### src/rtl/counter_run_ctrl.sv
`default_nettype none
// ============================================================================
//  Module   : counter_run_ctrl
//  Purpose  : Debounced run/pause/clear controller for the 0-30 decimal counter
//  Revision : 1.0 - initial release
// ============================================================================
module counter_run_ctrl #(
  parameter logic [19:0] DEBOUNCE_CYCLES = 20'd1_000_000,
  parameter logic [4:0]  MAX_COUNT       = 5'd30,
  parameter logic        AUTO_STOP       = 1'b1
) (
  input  logic       clk,
  input  logic       rst,
  input  logic       btn_start,
  input  logic       btn_pause,
  input  logic       btn_clear,
  input  logic [4:0] count,
  output logic       cnt_enable,
  output logic       cnt_clear,
  output logic [1:0] state,
  output logic       done
);

  localparam logic [19:0] DB_LAST = DEBOUNCE_CYCLES - 20'd1;
  localparam int unsigned NUM_BTN = 3;
  localparam int unsigned IDX_START = 0;
  localparam int unsigned IDX_PAUSE = 1;
  localparam int unsigned IDX_CLEAR = 2;

  typedef enum logic [1:0] {
    S_IDLE  = 2'b00,
    S_RUN   = 2'b01,
    S_PAUSE = 2'b10,
    S_DONE  = 2'b11
  } state_t;

  logic [NUM_BTN-1:0] btn_raw;
  logic [NUM_BTN-1:0] press;

  assign btn_raw = {btn_clear, btn_pause, btn_start};

  // Per button: 2-FF synchroniser, stability counter, rising-edge press pulse.
  generate
    for (genvar i = 0; i < NUM_BTN; i++) begin : g_btn
      logic        sync1_q;
      logic        sync2_q;
      logic        level_q;
      logic        level_d;
      logic        press_q;
      logic        press_d;
      logic [19:0] deb_cnt_q;
      logic [19:0] deb_cnt_d;

      always_comb begin
        level_d   = level_q;
        deb_cnt_d = 20'd0;
        if (sync2_q != level_q) begin
          if (deb_cnt_q == DB_LAST) begin
            level_d = sync2_q;
          end else begin
            deb_cnt_d = deb_cnt_q + 20'd1;
          end
        end
        press_d = level_d & ~level_q;
      end

      always_ff @(posedge clk) begin
        if (rst) begin
          sync1_q   <= 1'b0;
          sync2_q   <= 1'b0;
          level_q   <= 1'b0;
          press_q   <= 1'b0;
          deb_cnt_q <= 20'd0;
        end else begin
          sync1_q   <= btn_raw[i];
          sync2_q   <= sync1_q;
          level_q   <= level_d;
          press_q   <= press_d;
          deb_cnt_q <= deb_cnt_d;
        end
      end

      assign press[i] = press_q;
    end
  endgenerate

  logic clear_ev;
  logic pause_ev;
  logic start_ev;
  logic at_max;

  // Clear outranks pause, pause outranks start; losers are simply dropped.
  assign clear_ev = press[IDX_CLEAR];
  assign pause_ev = press[IDX_PAUSE] & ~press[IDX_CLEAR];
  assign start_ev = press[IDX_START] & ~press[IDX_PAUSE] & ~press[IDX_CLEAR];
  assign at_max   = AUTO_STOP && (count == MAX_COUNT);

  state_t state_q;
  state_t state_d;
  logic   cnt_clear_q;
  logic   cnt_clear_d;
  logic   done_q;
  logic   done_d;

  always_comb begin
    state_d     = state_q;
    cnt_clear_d = 1'b0;
    case (state_q)
      S_IDLE: begin
        if (clear_ev) begin
          cnt_clear_d = 1'b1;
        end else if (start_ev) begin
          state_d = S_RUN;
        end
      end
      S_RUN: begin
        if (clear_ev) begin
          state_d     = S_IDLE;
          cnt_clear_d = 1'b1;
        end else if (pause_ev) begin
          state_d = S_PAUSE;
        end else if (at_max) begin
          state_d = S_DONE;
        end
      end
      S_PAUSE: begin
        if (clear_ev) begin
          state_d     = S_IDLE;
          cnt_clear_d = 1'b1;
        end else if (start_ev) begin
          state_d = S_RUN;
        end
      end
      S_DONE: begin
        // Restart from DONE also zeroes the counter.
        if (clear_ev) begin
          state_d     = S_IDLE;
          cnt_clear_d = 1'b1;
        end else if (start_ev) begin
          state_d     = S_RUN;
          cnt_clear_d = 1'b1;
        end
      end
      default: begin
        state_d = S_IDLE;
      end
    endcase
    done_d = (state_d == S_DONE);
  end

  always_ff @(posedge clk) begin
    if (rst) begin
      state_q     <= S_IDLE;
      cnt_clear_q <= 1'b0;
      done_q      <= 1'b0;
    end else begin
      state_q     <= state_d;
      cnt_clear_q <= cnt_clear_d;
      done_q      <= done_d;
    end
  end

  assign state      = state_q;
  assign cnt_clear  = cnt_clear_q;
  assign done       = done_q;
  assign cnt_enable = (state_q == S_RUN) && !at_max;

endmodule
`default_nettype wire

### config.mk
export PLATFORM = sky130hd
export DESIGN_NAME = counter_run_ctrl
export DESIGN_NICKNAME = d
export VERILOG_FILES = /design/src/rtl/counter_run_ctrl.sv
export SDC_FILE = /design/constraint.sdc
export NUM_CORES = 1
export LEC_CHECK = 0
export ABC_CLOCK_PERIOD_IN_PS = 1950
export BUFFER_PORTS_ARGS = -buffer_cell sky130_fd_sc_hd__buf_2
export CAP_MARGIN = 20
export CORE_MARGIN = 4
export CORE_UTILIZATION = 55
export DETAILED_ROUTE_END_ITERATION = 8
export GPL_TIMING_DRIVEN = 0
export PLACE_DENSITY = 0.86
export RECOVER_POWER = 25
export SYNTH_ARGS = -nofsm -noshare
export SYNTH_HDL_FRONTEND = slang
export SYNTH_SLANG_ARGS = --single-unit
### constraint.sdc
create_clock -name clk -period 1.95 [get_ports clk]
set_clock_uncertainty 0.05 [all_clocks]
set_input_delay 0.39 -clock clk [delete_from_list [all_inputs] [get_ports clk]]
set_output_delay 0.39 -clock clk [all_outputs]
set_load 0.01 [all_outputs]
==> After elaboration in Yosys (flattened, before gate mapping) <==
Index checks and enable logic that the tools add are counted.
{ "word_totals": {"reg_bits": 76, "out_inout_bits": 5, "word_cells": 71} }
{ "classes": {"add_sub_neg": 3, "eq_ne": 11, "mux": 17, "bitwise_logic": 14, "n_reduce_logical": 8} }
{ "ops": {"columns": ["op", "n"], "rows": [
  ["$add A20 B1 Y20 const B", 3],
  ["$eq A20 B20 Y1 const B", 3],
  ["$mux W2", 6],
  ["$reduce_or A3 Y1", 4],
  ["$mux W1", 9],
  ["$not A1 Y1", 8],
  ["$and A1 B1 Y1", 6],
  ["$eq A2 B2 Y1 const B", 3],
  ["$pmux W2 S3", 1],
  ["$eq A5 B5 Y1 const B", 1],
  ["$ne A1 B1 Y1", 3],
  ["$eq A2 B1 Y1 const B", 1],
  ["$logic_not A2 Y1", 1],
  ["$pmux W1 S2", 1],
  ["$reduce_or A2 Y1", 1],
  ["$logic_and A1 B1 Y1", 1],
  ["$logic_not A1 Y1", 1]
]} }

==> Longest topological paths before layout <==
{ "logic_depth": {"word_depth": 7, "ltp_mapped": 6, "mapped_depth_nobuf": 5} }

==> Least setup slack after synthesis <==
Ideal clock, no wire load.
{ "synth_path": {"kind": "register -> register", "from": "reg g_btn[0].deb_cnt_q[11]", "to": "reg g_btn[0].deb_cnt_q[11]", "setup_time_ps": 115, "arrival_ps": 1819, "required_time_ps": 1785, "path_slack_ps": -34, "path_stages_with_launch": 6, "n_path_buf": 1, "period_less_slack_ps": 1984, "path_cell_list": "dfxtp_1 -> or4b_1 -> or4_1 -> o21ai_4 -> buf_6 -> nor2_1"} }
{ "synth_between": {"elab_chain_len": 2} }
{ "synth_rtl": {"columns": ["item", "line_no", "source"], "rows": [
  ["start: declaration", "51", "logic [19:0] deb_cnt_q;"],
  ["start signal: assignment", "79", "deb_cnt_q <= deb_cnt_d;"],
  ["parallel branches: the longest is 2 deep, another holds $add A20 B1 Y20", null, null]
]} }
Several ways; the timed one is not identified.
A chain may end at the register's enable or synchronous reset.

==> Worst setup path in the final report <==
{ "layout_path": {"from": "reg g_btn[0].deb_cnt_q[19]", "to": "reg g_btn[0].deb_cnt_q[14]"} }
{ "layout_between": {"elab_chain_len": 2} }
{ "layout_rtl": {"columns": ["item", "line_no", "source"], "rows": [
  ["$eq A20 B20 Y1", "58", "if (deb_cnt_q == DB_LAST) begin"],
  ["$reduce_or A3 Y1 (no line)", null, null]
]} }
Every way passes these cells.

==> run summary <==
The number of distinct library cell variants in the gate-level netlist after synthesis came out at 41. The ratio of total power to cell area is 741 nW/µm². The number of design-rule violations left by the first detailed-router iteration came out at 139. The count of yosys warnings during synthesis is 0.

The launch instance of the worst register-to-register path is g_btn[0].deb_cnt_q[19]. The synthesized net count is 398. The required arrival time at the worst endpoint is 2.13 ns. The net switching fraction of the power is 22.4%.

The most critical setup path has its startpoint at g_btn[0].deb_cnt_q[19]. The total number of placement rows is 28. The post-synthesis register bit count came out at 76. The sequential-to-total area share from yosys stat is 45.7%.

The via density per instance is 5.81. The run finished, with violations left. Measured along the x axis, the die boundary spans 85.8 µm. The total die area is 7370 µm². The initial antenna violation count is 0. The number of top-level design ports came out at 15. The area of the multi-input gates came out at 1760 µm².

In the global route stage, overall resource usage came out at 20.0%. Ranked by total cell area, the synthesized netlist is headed by sky130_fd_sc_hd__dfxtp_1, sky130_fd_sc_hd__xnor2_1, sky130_fd_sc_hd__nor2_1, sky130_fd_sc_hd__a21oi_1, sky130_fd_sc_hd__nand3_1. After synthesis, the most frequently instantiated cells are sky130_fd_sc_hd__dfxtp_1, sky130_fd_sc_hd__nor2_1, sky130_fd_sc_hd__a21oi_1, sky130_fd_sc_hd__xnor2_1, sky130_fd_sc_hd__nand3_1. The worst path uses 104% of the clock period. The synthesized instance count is 385.

The number of sinks driven by the clock tree came out at 76. The part of the power in registers came out at 54.7%. The start point of the worst min-delay path is btn_clear. The fraction of registers with async set or reset after synthesis is 0%. The share of Yosys cell area claimed by the top area cell type is 45.7%. The via count of the first global-routing pass came out at 2865.

The share of total power in combinational logic came out at 1.6%. sky130_fd_sc_hd__dfxtp_1 is the most common cell in the netlist. The data arrival time at the worst-slack endpoint came out at 2.20 ns.

The wire length of the first global-routing pass is 12000 µm. The synthesized design spends more area on one cell type than any other, namely sky130_fd_sc_hd__dfxtp_1. The tightest min-delay check is of the input port to register type. The internal power is 2.21 mW.

The count of pins over their slew limit came out at 0. The count of buffers added on input and output ports is 13. Counting along the longest clock path gives a buffer depth of 2. The total core area is 5890 µm².

The checks that failed: negative setup slack. The fraction of layout instances using a drive strength above 1 came out at 19.4%. Setup violations remaining at the end of the flow were counted as 19. The aggregate global routing overflow came out at 0. The reported net switching power is 0.641 mW. Buffers inserted during clock tree synthesis total 9.

The cell count after placement is 473. In this run the worst path has a maximum fanout of 9. The critical path in this run is classified as register to register. The die span in y is 85.8 µm. The transition time at the pin with the least slew margin is 0.450 ns. The worst setup slack after placement is -0.185 ns.

The antenna diode count is 0. For the finished layout, the period the worst path requires is 2.02 ns. The total detailed-routing wirelength came out at 7050 µm. The H-tree was split into 3 levels. The sequential standard cell area is 1540 µm². The average size of a mapped cell came out at 8.65 µm². The clock latency on the worst-skew pair is 0.35 ns.

Clock-pin slew was measured on the worst setup and hold paths at 0.09 ns. Summed over all nets, the half-perimeter wirelength after detailed placement is 4660 µm. Setup repair after global routing could not meet its margin everywhere. The slack of the worst reg-to-reg path is -0.07 ns. After clock tree synthesis, the flow added hold-fix buffers numbering 0. The top flip-flop cell by instance count after synthesis is sky130_fd_sc_hd__dfxtp_1. Entering global routing, the biggest net connects 15 pins. The filler cell count is 466. The total number of vias came out at 2863. The number of hold-slack violations in the final timing report is 0. The filler-free cell count of the finished design is 493. The clock network burns 43.7% of the power. STA classifies the critical path startpoint as a register. The endpoint class of the critical path is a register. Clock tree synthesis selected as its root buffer the cell sky130_fd_sc_hd__clkbuf_8.

The number of flops mapped to enable cells by yosys is 0. The number of DRC violations after detailed routing is 0. The worst-case setup margin in the final layout is -0.0740 ns.

The layout overhead on the synthesized area came out at 15.7%. The highest attainable clock frequency came out at 494 MHz. The analysis attributes to cell leakage a power of 1.13 nW. Routability-driven placement finished with a final weighted congestion of 0.848.

The CTS tree is yes. The average wire per cell in the routed design came out at 14.3 µm. The detailed-routing iteration count for the pre-antenna-repair pass came out at 5.

The initial core utilization came out at 56.6%. Across the VDD grid, the largest voltage drop is 0.542 mV. Measured against its own limit, the worst slew margin works out to 69.7%. The max-capacitance violation count came out at 0.

The worst hold path passes through 2 cells. The worst hold-check slack came out at 0.195 ns. The total number of nets in the final design came out at 426. The cell area after technology mapping came out at 3330 µm². The post-route antenna net violation count came out at 0. The cell depth of the worst flop-to-flop path came out at 5.
==> critical path, cell delays in order (launching register included) <==
cell and delay (ns):
sky130_fd_sc_hd__dfxtp_1 0.38, sky130_fd_sc_hd__or3b_2 0.48, sky130_fd_sc_hd__or4_4 0.55, sky130_fd_sc_hd__o21ai_4 0.23, sky130_fd_sc_hd__buf_12 0.16, sky130_fd_sc_hd__a21oi_1 0.04
==> final timing paths <==
check | to
hold reg to reg | g_btn[2].sync2_q
setup / recovery | g_btn[0].deb_cnt_q[14]
setup reg to reg | g_btn[0].deb_cnt_q[14]
hold / removal | g_btn[2].sync1_q
==> state kept, by name, summed over array words and instances, names as in the netlist, 2 cells and up <==
signal           count
g_btn.deb_cnt_q     60
g_btn.level_q        3
g_btn.press_q        2
g_btn.sync1_q        3
g_btn.sync2_q        3
state                2
==> cell families after synthesis <==
family | synth area share, %
DFF | 45.7
and+or+nand+nor | 29.6
buffers and inverters | 3.64
AOI/OAI and AO/OA | 10.5
adders and majority gates | 1.13
xor gates and xnor gates | 9.47
==> per-layer routing <==
metal | global-route usage (%) | routed length (µm) | up-vias
li1 | - | - | 1421
met4 | 10.1 | 171 | 0
met1 | 22.8 | 3060 | 1373
met2 | 34.6 | 3640 | 50
met3 | 5.09 | 182 | 19
met5 | 0 | 0 | -
==> placed cells by master (no fill, tap or decap), drive strengths merged, types with 2 or more instances in the layout <==
cell,n
dfxtp,76
nor2,53
xnor2,26
a21oi,26
nand3,25
clkbuf,21
inv,20
nand2,19
buf,18
or4,16
o31ai,11
nor3,11
nand4,11
o21ai,11
xor2,10
or3,9
nor4,8
nor2b,8
and3,5
and4,3
nor4b,3
or2,3
ha,3
nand2b,2
and2,2
nor4bb,2
clkinvlp,2
or4b,2
==> through the flow <==
stage          TNS, ns  utilization [%]  cell area (µm²)  total power [mW]
2_1_floorplan   -0.119                -             3340              1.62
3_3_place_gp     -1.80             59.4             3500              1.64
3_5_place_dp     -2.82             59.4             3500              1.64
4_1_cts         -0.301             63.9             3760              2.87
5_1_grt          -1.68             65.5             3850              2.96
6_report         -1.06             65.5             3850              2.85
==> timing repair <==
action,CTS,global route
endpoints found under the setup margin,33,49
setup buffers,1,6
gates resized for setup,16,27
pin swaps,2,5
gates cloned,1,0
==> cell type report <==
cell class	count	area share, %
buffer	8	1.10
clock buffer	10	3.57
clock inverter	6	1.85
inverter	18	1.75
multi-input combinational	279	45.7
sequential	76	40.0
tap	75	2.44
timing repair buffer	21	3.54
==> power groups by stage <==
stage / logic (mW) / registers, mW / clock network (mW)
floorplan: 0.0247 / 1.60 / 0
global placement: 0.0385 / 1.60 / 0
detailed placement: 0.0400 / 1.60 / 0
CTS: 0.0443 / 1.56 / 1.27
global route: 0.0507 / 1.56 / 1.34
finish: 0.0458 / 1.56 / 1.25
(Power assumes the default switching activity.)
